==> src/rtl/fb_vga_reader.sv <==
// 640x480@60 VGA scan-out from a half-resolution RGB444 frame buffer, 2x upscaled.
// Counter state reaches the VGA pins three clocks later; frame_end is not delayed.
module fb_vga_reader #(
  parameter int c_img_cols    = 320,
  parameter int c_img_rows    = 240,
  parameter int c_nb_img_pxls = 17,
  parameter int c_nb_buf      = 12,
  parameter int c_h_visible   = 640,
  parameter int c_h_front     = 16,
  parameter int c_h_sync      = 96,
  parameter int c_h_back      = 48,
  parameter int c_v_visible   = 480,
  parameter int c_v_front     = 10,
  parameter int c_v_sync      = 2,
  parameter int c_v_back      = 33
) (
  input  logic                     clk,
  input  logic                     rst_n,
  output logic [c_nb_img_pxls-1:0] addrb,
  input  logic [c_nb_buf-1:0]      doutb,
  output logic                     vga_hsync,
  output logic                     vga_vsync,
  output logic [3:0]               vga_red,
  output logic [3:0]               vga_green,
  output logic [3:0]               vga_blue,
  output logic                     frame_end
);

  localparam int c_h_total = c_h_visible + c_h_front + c_h_sync + c_h_back;
  localparam int c_v_total = c_v_visible + c_v_front + c_v_sync + c_v_back;
  localparam int c_nb_h    = $clog2(c_h_total);
  localparam int c_nb_v    = $clog2(c_v_total);

  localparam logic [c_nb_h-1:0] c_h_last       = c_nb_h'(c_h_total - 1);
  localparam logic [c_nb_h-1:0] c_h_vis        = c_nb_h'(c_h_visible);
  localparam logic [c_nb_h-1:0] c_h_vis_last   = c_nb_h'(c_h_visible - 1);
  localparam logic [c_nb_h-1:0] c_h_sync_first = c_nb_h'(c_h_visible + c_h_front);
  localparam logic [c_nb_h-1:0] c_h_sync_last  = c_nb_h'(c_h_visible + c_h_front + c_h_sync - 1);

  localparam logic [c_nb_v-1:0] c_v_last       = c_nb_v'(c_v_total - 1);
  localparam logic [c_nb_v-1:0] c_v_vis        = c_nb_v'(c_v_visible);
  localparam logic [c_nb_v-1:0] c_v_vis_last   = c_nb_v'(c_v_visible - 1);
  localparam logic [c_nb_v-1:0] c_v_sync_first = c_nb_v'(c_v_visible + c_v_front);
  localparam logic [c_nb_v-1:0] c_v_sync_last  = c_nb_v'(c_v_visible + c_v_front + c_v_sync - 1);

  localparam logic [c_nb_img_pxls-1:0] c_row_step = c_nb_img_pxls'(c_img_cols);

  logic [c_nb_h-1:0]        h;
  logic [c_nb_v-1:0]        v;
  logic [c_nb_img_pxls-1:0] row_base;
  logic                     visible;
  logic                     hsync_raw;
  logic                     vsync_raw;
  logic                     h_wrap;
  logic [1:0]               vis_pipe;
  logic [1:0]               hsync_pipe;
  logic [1:0]               vsync_pipe;

  assign h_wrap    = (h == c_h_last);
  assign visible   = (h < c_h_vis) && (v < c_v_vis);
  assign hsync_raw = !((h >= c_h_sync_first) && (h <= c_h_sync_last));
  assign vsync_raw = !((v >= c_v_sync_first) && (v <= c_v_sync_last));

  always_ff @(posedge clk or negedge rst_n) begin
    if (!rst_n) begin
      h <= '0;
      v <= '0;
    end else if (h_wrap) begin
      h <= '0;
      if (v == c_v_last) v <= '0;
      else               v <= v + 1'b1;
    end else begin
      h <= h + 1'b1;
    end
  end

  // Each stored row is shown on two lines, so the base advances after odd lines only.
  always_ff @(posedge clk or negedge rst_n) begin
    if (!rst_n) begin
      row_base <= '0;
    end else if (h_wrap) begin
      if (v == c_v_last)                  row_base <= '0;
      else if (v[0] && (v < c_v_vis_last)) row_base <= row_base + c_row_step;
    end
  end

  always_ff @(posedge clk or negedge rst_n) begin
    if (!rst_n) begin
      addrb      <= '0;
      vis_pipe   <= '0;
      hsync_pipe <= 2'b11;
      vsync_pipe <= 2'b11;
      frame_end  <= 1'b0;
    end else begin
      if (visible) addrb <= row_base + c_nb_img_pxls'(h[c_nb_h-1:1]);
      vis_pipe   <= {vis_pipe[0], visible};
      hsync_pipe <= {hsync_pipe[0], hsync_raw};
      vsync_pipe <= {vsync_pipe[0], vsync_raw};
      frame_end  <= (h == c_h_vis_last) && (v == c_v_vis_last);
    end
  end

  // Third stage: doutb now belongs to the pixel whose flags sit at the end of the pipes.
  always_ff @(posedge clk or negedge rst_n) begin
    if (!rst_n) begin
      vga_hsync <= 1'b1;
      vga_vsync <= 1'b1;
      vga_red   <= '0;
      vga_green <= '0;
      vga_blue  <= '0;
    end else begin
      vga_hsync <= hsync_pipe[1];
      vga_vsync <= vsync_pipe[1];
      if (vis_pipe[1]) begin
        vga_red   <= doutb[11:8];
        vga_green <= doutb[7:4];
        vga_blue  <= doutb[3:0];
      end else begin
        vga_red   <= '0;
        vga_green <= '0;
        vga_blue  <= '0;
      end
    end
  end

endmodule

==> config.mk <==
export PLATFORM = sky130hd
export DESIGN_NAME = fb_vga_reader
export DESIGN_NICKNAME = d
export VERILOG_FILES = /design/src/rtl/fb_vga_reader.sv
export SDC_FILE = /design/constraint.sdc
export NUM_CORES = 1
export LEC_CHECK = 0
export CORE_ASPECT_RATIO = 0.6
export CORE_MARGIN = 2
export CORE_UTILIZATION = 45
export DETAILED_ROUTE_END_ITERATION = 16
export GPL_ROUTABILITY_DRIVEN = 0
export GPL_TIMING_DRIVEN = 1
export PLACE_DENSITY = 0.68
export SETUP_SLACK_MARGIN = 0.15
export SLEW_MARGIN = 20
export SYNTH_ARGS = -nofsm -noshare
export SYNTH_HDL_FRONTEND = slang
export SYNTH_SLANG_ARGS = --single-unit
==> constraint.sdc <==
create_clock -name clk -period 2.8 [get_ports clk]
set_input_delay 0.42 -clock clk [delete_from_list [all_inputs] [get_ports clk]]
set_output_delay 0.42 -clock clk [all_outputs]
set_load 0.01 [all_outputs]
==> out/qor.yml <==
sta:
  worst_slew_pin_slew_ns: 0.851
  min_period_over_period_pct: 77.7
  timing.slew.headroom_pct: 43.3
  fin_crit_ns: 2.18
  finalSetupViolations: 0
  finalHoldViolCount: 0
  final.setup.tns_ns: 0
  post-route-worst-setup-slack_ns: 0.624
  rsz0062_at_grt: "false"
  max_freq_ghz: 0.459
  fin_worst_skew_ns: 0.00428
  pins_over_their_slew_limit: 0
logic_synthesis:
  netlist-cell-type-count: 50
  synthCells: 294
  post_synth_net_total: 316
  synth-seq-area-share_pct: 54.2
  synth_area_mm2: 0.00320
  synth.yosys.warnings: 0
  ff_latch_count_synth: 69
  synth.avg_cell_area_um2: 10.9
pwr:
  p_leak_nw: 1.76
  p_total_mw: 2.30
  worst_ir_drop_vdd_v: 0.000426
  power.density_mw_per_mm2: 575
clock_network:
  post_cts_hold_fix_bufs: 0
  clock_sink_count: 69
  tritoncts: "built"
  tritoncts.num_buffers: 9
  max-clock-path-buffers: 2
  clock_slew_seen_by_the_registers_of_the_worst_setup_and_hold_paths_ns: 0.06
  cts.repair_timing.setup_buffer_count: 0
  count_of_cells_resized_by_post_cts_repair: 0
  cts_h_tree_depth: 3
  clock_insertion_delay_worst_skew_ns: 0.33
  root_buffer: "sky130_fd_sc_hd__clkbuf_16"
placed_design:
  placedCellCount: 414
  pre_cts_ws_ns: 0.622
  number_of_port_buffers: 45
  hpwlAfterDp_mm: 4.43
worst_setup_path:
  critical_path_s_slowest_cell: "sky130_fd_sc_hd__nor4_4"
  critical_path_peak_fanout: 14
  crit_path_cell_trace: "inv_1, ha_1, nand4_1, nor4_4, nor2_1, a22o_1"
  worst_path_largest_cell_delay_ns: 0.65
  critPathKind: "reg2reg"
  arrival_ns: 2.40
  critical_path_buf_inv_count: 1
  worstPathRequired_ns: 3.02
  end_kind: "flip-flop"
  path_delay_family: "simple AND/OR/NAND/NOR gates"
  r2r_setup_slack_ns: 0.62
  startpoint_type: "flip-flop"
floorplan:
  chipWidth_um: 113
  core_mm2: 0.00676
  dieArea_mm2: 0.00782
  start_util_pct: 47.3
  die-height_um: 69.3
  rows: 23
  io_pins: 46
route:
  route.detailed.wl_per_inst_um: 15.1
  drt_wl_total_mm: 6.49
  ant_nets: 0
  drt_pass1_iterations: 4
  drt-vias-per-instance: 5.40
  drc: 0
  dr_total_vias: 2321
  drtIter0Drc: 99
grt:
  number_of_antenna_violations_at_the_first_check_in_global_routing: 0
  vias_in_the_first_global_route: 2198
  grt_first_pass_wirelength_mm: 11.2
  overall_global_routing_usage_pct: 18.4
  grt_start_max_net_pins: 70
  grt_overflow: 0
final_layout:
  layout.nets: 360
  fraction_of_layout_instances_using_a_drive_strength_above_1_pct: 12.5
  register_area_mm2: 0.00173
  layout.cells.most_common_list: "sky130_fd_sc_hd__dfrtp_1 (63), sky130_fd_sc_hd__clkdlybuf4s50_1 (44), sky130_fd_sc_hd__o21ai_0 (28), sky130_fd_sc_hd__nor2_1 (21), sky130_fd_sc_hd__nand2_1 (18)"
  area_used_by_multi_input_combinational_logic_mm2: 0.00133
  antenna_cells: 0
  layout_commonest_cell: "sky130_fd_sc_hd__dfrtp_1"
  fillers: 597
  layout-area-overhead-vs-synth_pct: 24.9
  layoutNonFillerInstCount: 430
hold_path:
  min-delay-path-class: "in2async"
run_status:
  run_status: "finished clean"
flow_run:
  max-cap-violations: 0
[power by group]
part	total, mW	switching, mW	internal (mW)	leakage [nW]
sequential	1.01	0.00210	1.01	0.880
clock	1.22	0.398	0.824	0.163
combinational	0.0644	0.0297	0.0347	0.713
[cell families (layout without fill, tap and decap cells)]
kind of cell	after synthesis	after routing	share of synthesized area, %
AND/OR/NAND/NOR	108	108	19.1
flip-flops	69	69	54.2
AO/OA/AOI/OAI	58	58	10.9
buffers and inverters	23	72	4.26
XOR/XNOR	19	19	5.20
multiplexers	9	9	3.17
adder cells (fa/ha/maj)	8	8	3.13
[metal layers]
| metal | global-route usage (%) | share of wire (%) |
|---|---|---|
| met5 | 0 | 0 |
| met4 | 6.64 | 0.88 |
| met3 | 8.48 | 8.1 |
| met2 | 23.3 | 40 |
| met1 | 27.1 | 51 |
[sequential cells by signal, summed over array words and instances, names as in the netlist]
signal      count
addrb          17
frame_end       1
h              10
hsync_pipe      2
row_base       11
v              10
vga_blue        4
vga_green       4
vga_hsync       1
vga_red         4
vga_vsync       1
vis_pipe        2
vsync_pipe      2
[final cells by class]
class	instances	share of cell area, %
clock inverters	4	1.75
clock buffers	12	6.42
flip-flops and latches	69	43.4
inverters	8	0.752
well taps	87	2.72
multi-input cells	202	33.2
repair buffers	48	11.7
[synthesized netlist by cell type (all sizes together)]
library cell / count / area (um^2)
o31ai: 1 / 7.51
or4b: 1 / 10.0
buf: 10 / 63.8
nor4b: 1 / 8.76
a22o: 3 / 26.3
a32oi: 2 / 17.5
or4: 2 / 18.8
a211oi: 2 / 15.0
nand4b: 2 / 17.5
o211ai: 2 / 15.0
xnor2: 8 / 70.1
a211o: 1 / 8.76
a311oi: 1 / 8.76
inv: 8 / 30.0
and3b: 1 / 8.76
dfrtp: 63 / 1580
dfstp: 6 / 158
nor4: 2 / 27.5
a32o: 2 / 20.0
and4bb: 1 / 12.5
nor2b: 2 / 12.5
o21ai: 28 / 140
and3: 6 / 38.8
clkbuf: 5 / 42.6
nor2: 21 / 78.8
or3: 3 / 23.8
nor3: 1 / 5.00
a21oi: 11 / 55.1
xor2: 11 / 96.3
mux2: 9 / 101
a31oi: 3 / 18.8
a21o: 2 / 15.0
ha: 8 / 100
nand2: 19 / 73.8
and2: 18 / 115
nand3: 15 / 75.1
and4b: 1 / 10.0
nand4: 12 / 75.1
[final timing paths]
| path | startpoint | to | depth (start not counted) |
|---|---|---|---|
| setup reg to reg | v[0] | v[9] | 6 |
| max in group asynchronous | rst_n | v[5] | 2 |
| min in group clk | hsync_pipe[0] | hsync_pipe[1] | 0 |
| hold reg to reg | hsync_pipe[0] | hsync_pipe[1] | 0 |
| hold / removal | rst_n | vga_green[3] | 2 |
| setup / recovery | v[0] | v[9] | 6 |
[through the flow]
| stage | hold WS [ns] | utilization (%) | cell area [um^2] |
|---|---|---|---|
| 2_1_floorplan | 0.124 | - | 3200 |
| 3_3_place_gp | 0.332 | 54.2 | 3670 |
| 3_5_place_dp | 0.347 | 54.2 | 3670 |
| 4_1_cts | 0.315 | 59.1 | 4000 |
| 5_1_grt | 0.356 | 59.1 | 4000 |
| 6_report | 0.281 | 59.1 | 4000 |
Note: power is estimated with default switching activity, not from simulation.
